==> src/rtl/axi_read_arbiter.sv <==
// Two-master to one-slave AXI3 read-channel arbiter: round-robin grant of one
// read transaction at a time, AR forwarding, R routing and beat-count checking.
module axi_read_arbiter #(
  parameter int ADDR_W = 32,
  parameter int DATA_W = 32,
  parameter int ID_W   = 4,
  parameter int LEN_W  = 8
) (
  input  logic                clk,
  input  logic                resetn,
  // Per-master vectors: low slice = master 1, high slice = master 0.
  input  logic [2*ID_W-1:0]   s_arid,
  input  logic [2*ADDR_W-1:0] s_araddr,
  input  logic [2*LEN_W-1:0]  s_arlen,
  input  logic [5:0]          s_arsize,
  input  logic [3:0]          s_arburst,
  input  logic [1:0]          s_arvalid,
  output logic [1:0]          s_arready,
  output logic [2*DATA_W-1:0] s_rdata,
  output logic [3:0]          s_rresp,
  output logic [1:0]          s_rlast,
  output logic [1:0]          s_rvalid,
  input  logic [1:0]          s_rready,
  output logic [ID_W-1:0]     m_arid,
  output logic [ADDR_W-1:0]   m_araddr,
  output logic [LEN_W-1:0]    m_arlen,
  output logic [2:0]          m_arsize,
  output logic [1:0]          m_arburst,
  output logic                m_arvalid,
  input  logic                m_arready,
  input  logic [ID_W-1:0]     m_rid,
  input  logic [DATA_W-1:0]   m_rdata,
  input  logic [1:0]          m_rresp,
  input  logic                m_rlast,
  input  logic                m_rvalid,
  output logic                m_rready,
  output logic                len_err,
  output logic                busy
);

  typedef enum logic [1:0] {IDLE, ADDR, DATA} state_e;

  state_e            state_q, state_d;
  logic              grant_q, grant_d;
  logic              prio_q, prio_d;
  logic [LEN_W-1:0]  beat_cnt_q, beat_cnt_d;
  logic [LEN_W-1:0]  arlen_q, arlen_d;

  // Per-master views indexed by master number.
  logic [ID_W-1:0]   arid_m    [2];
  logic [ADDR_W-1:0] araddr_m  [2];
  logic [LEN_W-1:0]  arlen_m   [2];
  logic [2:0]        arsize_m  [2];
  logic [1:0]        arburst_m [2];
  logic [1:0]        req_m;
  logic              slot;
  logic              unused_rid;

  assign arid_m[0]    = s_arid[2*ID_W-1:ID_W];
  assign arid_m[1]    = s_arid[ID_W-1:0];
  assign araddr_m[0]  = s_araddr[2*ADDR_W-1:ADDR_W];
  assign araddr_m[1]  = s_araddr[ADDR_W-1:0];
  assign arlen_m[0]   = s_arlen[2*LEN_W-1:LEN_W];
  assign arlen_m[1]   = s_arlen[LEN_W-1:0];
  assign arsize_m[0]  = s_arsize[5:3];
  assign arsize_m[1]  = s_arsize[2:0];
  assign arburst_m[0] = s_arburst[3:2];
  assign arburst_m[1] = s_arburst[1:0];
  assign req_m        = {s_arvalid[0], s_arvalid[1]};

  // Bit position of the granted master inside the 2-bit per-master vectors.
  assign slot       = ~grant_q;
  assign unused_rid = ^m_rid;

  assign m_arid    = arid_m[grant_q];
  assign m_araddr  = araddr_m[grant_q];
  assign m_arlen   = arlen_m[grant_q];
  assign m_arsize  = arsize_m[grant_q];
  assign m_arburst = arburst_m[grant_q];

  assign s_rdata = {2{m_rdata}};
  assign s_rresp = {2{m_rresp}};
  assign s_rlast = {2{m_rlast}};
  assign busy    = (state_q != IDLE);

  always_comb begin
    // NOTE: every output of this block gets a default first so no path leaves
    // a signal unassigned, which would otherwise infer a latch.
    state_d    = state_q;
    grant_d    = grant_q;
    prio_d     = prio_q;
    beat_cnt_d = beat_cnt_q;
    arlen_d    = arlen_q;
    m_arvalid  = 1'b0;
    s_arready  = 2'b00;
    s_rvalid   = 2'b00;
    m_rready   = 1'b0;
    len_err    = 1'b0;

    case (state_q)
      IDLE: begin
        if (req_m[0] && req_m[1]) begin
          grant_d = prio_q;
          state_d = ADDR;
        end else if (req_m[0]) begin
          grant_d = 1'b0;
          state_d = ADDR;
        end else if (req_m[1]) begin
          grant_d = 1'b1;
          state_d = ADDR;
        end
      end

      ADDR: begin
        m_arvalid       = 1'b1;
        s_arready[slot] = m_arready;
        if (m_arready) begin
          arlen_d    = m_arlen;
          beat_cnt_d = '0;
          state_d    = DATA;
        end
      end

      DATA: begin
        s_rvalid[slot] = m_rvalid;
        m_rready       = s_rready[slot];
        if (m_rvalid && s_rready[slot]) begin
          beat_cnt_d = beat_cnt_q + LEN_W'(1);
          // Early rlast, or the expected last beat arriving without rlast.
          if (m_rlast) begin
            len_err = (beat_cnt_q != arlen_q);
            state_d = IDLE;
            prio_d  = ~grant_q;
          end else begin
            len_err = (beat_cnt_q == arlen_q);
          end
        end
      end

      default: state_d = IDLE;
    endcase
  end

  always_ff @(posedge clk or negedge resetn) begin
    if (!resetn) begin
      state_q    <= IDLE;
      grant_q    <= 1'b0;
      prio_q     <= 1'b0;
      beat_cnt_q <= '0;
      arlen_q    <= '0;
    end else begin
      // NOTE: non-blocking assignments so every register samples the
      // pre-edge values regardless of statement order.
      state_q    <= state_d;
      grant_q    <= grant_d;
      prio_q     <= prio_d;
      beat_cnt_q <= beat_cnt_d;
      arlen_q    <= arlen_d;
    end
  end

endmodule

==> config.mk <==
export PLATFORM = sky130hd
export DESIGN_NAME = axi_read_arbiter
export DESIGN_NICKNAME = d
export VERILOG_FILES = /design/src/rtl/axi_read_arbiter.sv
export SDC_FILE = /design/constraint.sdc
export NUM_CORES = 1
export LEC_CHECK = 0
export CORE_AREA = 2 2 104 106
export DETAILED_ROUTE_END_ITERATION = 10
export DIE_AREA = 0 0 106 108
export GPL_TIMING_DRIVEN = 0
export PLACE_DENSITY_LB_ADDON = 0.1
export SYNTH_ARGS = -nofsm -noshare
export SYNTH_HDL_FRONTEND = slang
export SYNTH_SLANG_ARGS = --single-unit
==> constraint.sdc <==
create_clock -name clk -period 1.6 [get_ports clk]
set_input_delay 0.48 -clock clk [delete_from_list [all_inputs] [get_ports clk]]
set_output_delay 0.48 -clock clk [all_outputs]
set_load 0.01 [all_outputs]
==> load_flow_metrics.sql <==
INSERT INTO impl_metrics (metric_group, metric, value, unit) VALUES
('layout', 'fin_nets', '657', ''),
('sta', 'period_minus_slack', '2120', 'ps'),
('die', 'design.die.area', '11400', 'um^2'),
('routing', 'avgViaCountPerCell', '4.10', ''),
('routing', 'number_of_nets_still_failing_antenna_checks_after_routing', '0', ''),
('power', 'switchingPower', '2.10', 'mW'),
('logic_synthesis', 'synth_warn', '0', ''),
('routing', 'detail_route.wirelength', '10300', 'um'),
('logic_synthesis', 'synthMostInstantiatedCell', 'buf_4', ''),
('routing', 'drt-wirelength-per-cell', '16.0', 'um'),
('power', 'p_leak', '2.59', 'nW'),
('min_path', 'worst_hold_path_type', 'reg2reg', ''),
('power', 'share_comb_of_total_power', '79.8', '%'),
('die', 'core_area', '10200', 'um^2'),
('global_route', 'largest_net_degree_at_the_start_of_global_routing', '21', ''),
('status', 'failed_checks', 'negative setup slack', ''),
('sta', 'relSlewSlack', '37.6', '%'),
('power', 'power.density_cell_area', '1120', 'nW/um^2'),
('routing', 'drc', '0', ''),
('logic_synthesis', 'total_standard_cell_area_after_synthesis', '2160', 'um^2'),
('die', 'die_w', '106', 'um'),
('logic_synthesis', 'synth-edff-count', '0', ''),
('setup_path', 'critPathRequiredTime', '1120', 'ps'),
('cts', 'post_cts_clock_slew_at_the_launch_and_capture_registers_of_the_worst_setup_and_hold_paths', '70', 'ps'),
('routing', 'routed.top_layer', 'met4', ''),
('min_path', 'min_delay_path_depth', '2', ''),
('global_route', 'grt_first_pass_wirelength', '14500', 'um'),
('logic_synthesis', 'postSynthRegisterBits', '20', ''),
('logic_synthesis', 'synth_top_area_share', '25.5', '%'),
('sta', 'rsz0062_at_grt', 'yes', ''),
('logic_synthesis', 'post_synth.cell_area_avg', '9.08', 'um^2'),
('power', 'p_seq_share', '13.7', '%'),
('logic_synthesis', 'proportion_of_register_bits_with_asynchronous_set_or_reset_after_synthesis', '100', '%'),
('cts', 'cts_tree', 'yes', ''),
('setup_path', 'worst_reg2reg_path_length_in_cells', '6', ''),
('place', 'place_worst_setup_slack', '-1060', 'ps'),
('setup_path', 'cp-start-kind', 'register', ''),
('routing', 'met2RoutedLength', '5940', 'um'),
('setup_path', 'path_max_fanout', '2', ''),
('global_route', 'vias_in_the_first_global_route', '2708', ''),
('layout', 'post_layout_nonfiller_instances', '646', ''),
('setup_path', 'setup.reg_to_reg.worst_slack', '20', 'ps'),
('logic_synthesis', 'syn_nets', '384', ''),
('routing', 'dr_wl_met3', '801', 'um'),
('setup_path', 'critical_path.reg2reg.startpoint', 'grant_q', ''),
('power', 'internal-power', '4.02', 'mW'),
('sta', 'period_share', '132', '%'),
('die', 'start_util', '21.1', '%'),
('logic_synthesis', 'netlist.top_cell.by_area', 'mux2_2', ''),
('global_route', 'track_usage', '16.0', '%'),
('place', 'detailedPlacementHpwl', '8040', 'um'),
('layout', 'antenna_cells', '0', ''),
('min_path', 'hold_path_end', 'arlen_q[3]', ''),
('flow_run', 'maxCapViolCount', '0', ''),
('global_route', 'grt-ovfl-total', '0', ''),
('sta', 'max_slew.worst_pin.slew', '933', 'ps'),
('power', 'vdd.ir_drop.worst', '0.449', 'mV'),
('sta', 'setup_violations', '55', ''),
('logic_synthesis', 'synth_commonest_cells', 'buf_4 (71), mux2_2 (49), nand2_1 (34)', ''),
('global_route', 'grt_antenna_before_repair', '0', ''),
('sta', 'max_freq', '473', 'MHz'),
('status', 'status', 'finished, violations left', ''),
('place', 'gpl.final_weighted_congestion', '0.735', ''),
('sta', 'postLayoutSetupSlackWorst', '-516', 'ps'),
('min_path', 'worst_hold_startpoint', 'arlen_q[3]', ''),
('place', 'post-place-cells', '607', ''),
('power', 'swShare', '34.3', '%'),
('layout', 'layout-drive-gt1-share', '48.4', '%'),
('die', 'number_of_cell_rows', '37', ''),
('sta', 'fin_skew', '0.528', 'ps'),
('setup_path', 'crit-reg2reg-capture', 'prio_q', '');
## logic make-up after synthesis
| logic type | Yosys count | synth area share [%] |
|---|---|---|
| buf+inv | 80 | 26.6 |
| simple gates | 62 | 14.1 |
| mux | 54 | 28.5 |
| flops | 20 | 23.2 |
| xor+xnor | 11 | 4.46 |
| compound gates | 10 | 2.61 |
| fa+ha+maj | 1 | 0.579 |
## metrics by stage
step	setup TNS [ps]	util [%]	hold WS, ps	area, um^2
2_1_floorplan	-54.3	-	184	2170
3_3_place_gp	-36880	45.7	491	4670
3_5_place_dp	-37440	45.7	488	4670
4_1_cts	-20170	51.6	506	5280
5_1_grt	-22390	53.3	530	5460
6_report	-19970	53.3	505	5460
## placed cells by master, fill, tap and decap left out, types with 2 or more instances in the layout
cell	synthesis	routed
nor2_4	1	2
nand2_1	34	33
dlymetal6s2s_1	0	3
dfrtp_1	20	13
dlygate4sd2_1	0	7
o21ai_0	4	4
clkdlybuf4s50_1	0	165
mux2_4	0	46
buf_12	0	6
mux2_2	49	4
buf_2	6	10
mux2i_1	3	3
a21oi_1	3	3
nand4_1	5	5
dfrtp_2	0	7
buf_8	0	6
or3_1	2	2
xnor2_1	11	9
buf_4	71	88
xnor2_2	0	2
clkbuf_8	0	5
nor2b_1	3	2
clkbuf_16	0	2
buf_6	0	58
nor2_2	0	2
nor2_1	8	5
## how the worst max path moves through the flow
stage | startpoint | endpoint | cells after the start
detailed placement | m_arready | s_arready[0] | 5
global placement | m_rvalid | len_err | 5
floorplan | beat_cnt_q[3] | len_err | 4
global route | arlen_q[0] | len_err | 5
CTS | beat_cnt_q[0] | len_err | 5
finish | arlen_q[0] | len_err | 5
## routing by layer
metal / track usage [%] / vias to the layer above
li1: - / 1276
met1: 16.0 / 1256
met2: 33.3 / 104
met3: 4.04 / 11
met4: 3.01 / 0
met5: 0 / -
## power by group through the flow
stage / combinational [mW] / clock (mW) / sequential [mW]
after floorplan: 1.72 / 0 / 0.783
after global placement: 3.28 / 0 / 0.825
after detailed placement: 3.30 / 0 / 0.821
after CTS: 4.71 / 0.402 / 0.830
after global routing: 5.17 / 0.419 / 0.867
final: 4.89 / 0.394 / 0.840
## layout make-up
class                      count  area, um^2
buffer                        75         594
fill                         938        4770
timing repair buffer         271        2790
inverter                       2        10.0
tap                          136         170
clock buffer                   4        55.1
sequential                    20         509
multi-input combinational    138        1330
## worst max-delay path, cell delays in order (launching register included)
cell and delay, ps:
dfrtp_1 410, xnor2_2 170, nand4_1 180, or3_1 360, a21boi_2 120, buf_2 130
## registers in the layout (all words and copies together) (netlist names)
signal	cells
beat_cnt_q	8
state_q	2
arlen_q	8
grant_q	1
prio_q	1
## repair_timing
item	in CTS	in global routing
pin swaps	9	7
setup buffers	22	15
hold buffers	0	0
endpoints found under the setup margin	69	66
gates resized for setup	344	67
gates cloned	5	2
Power figures use the tool's default switching activity.
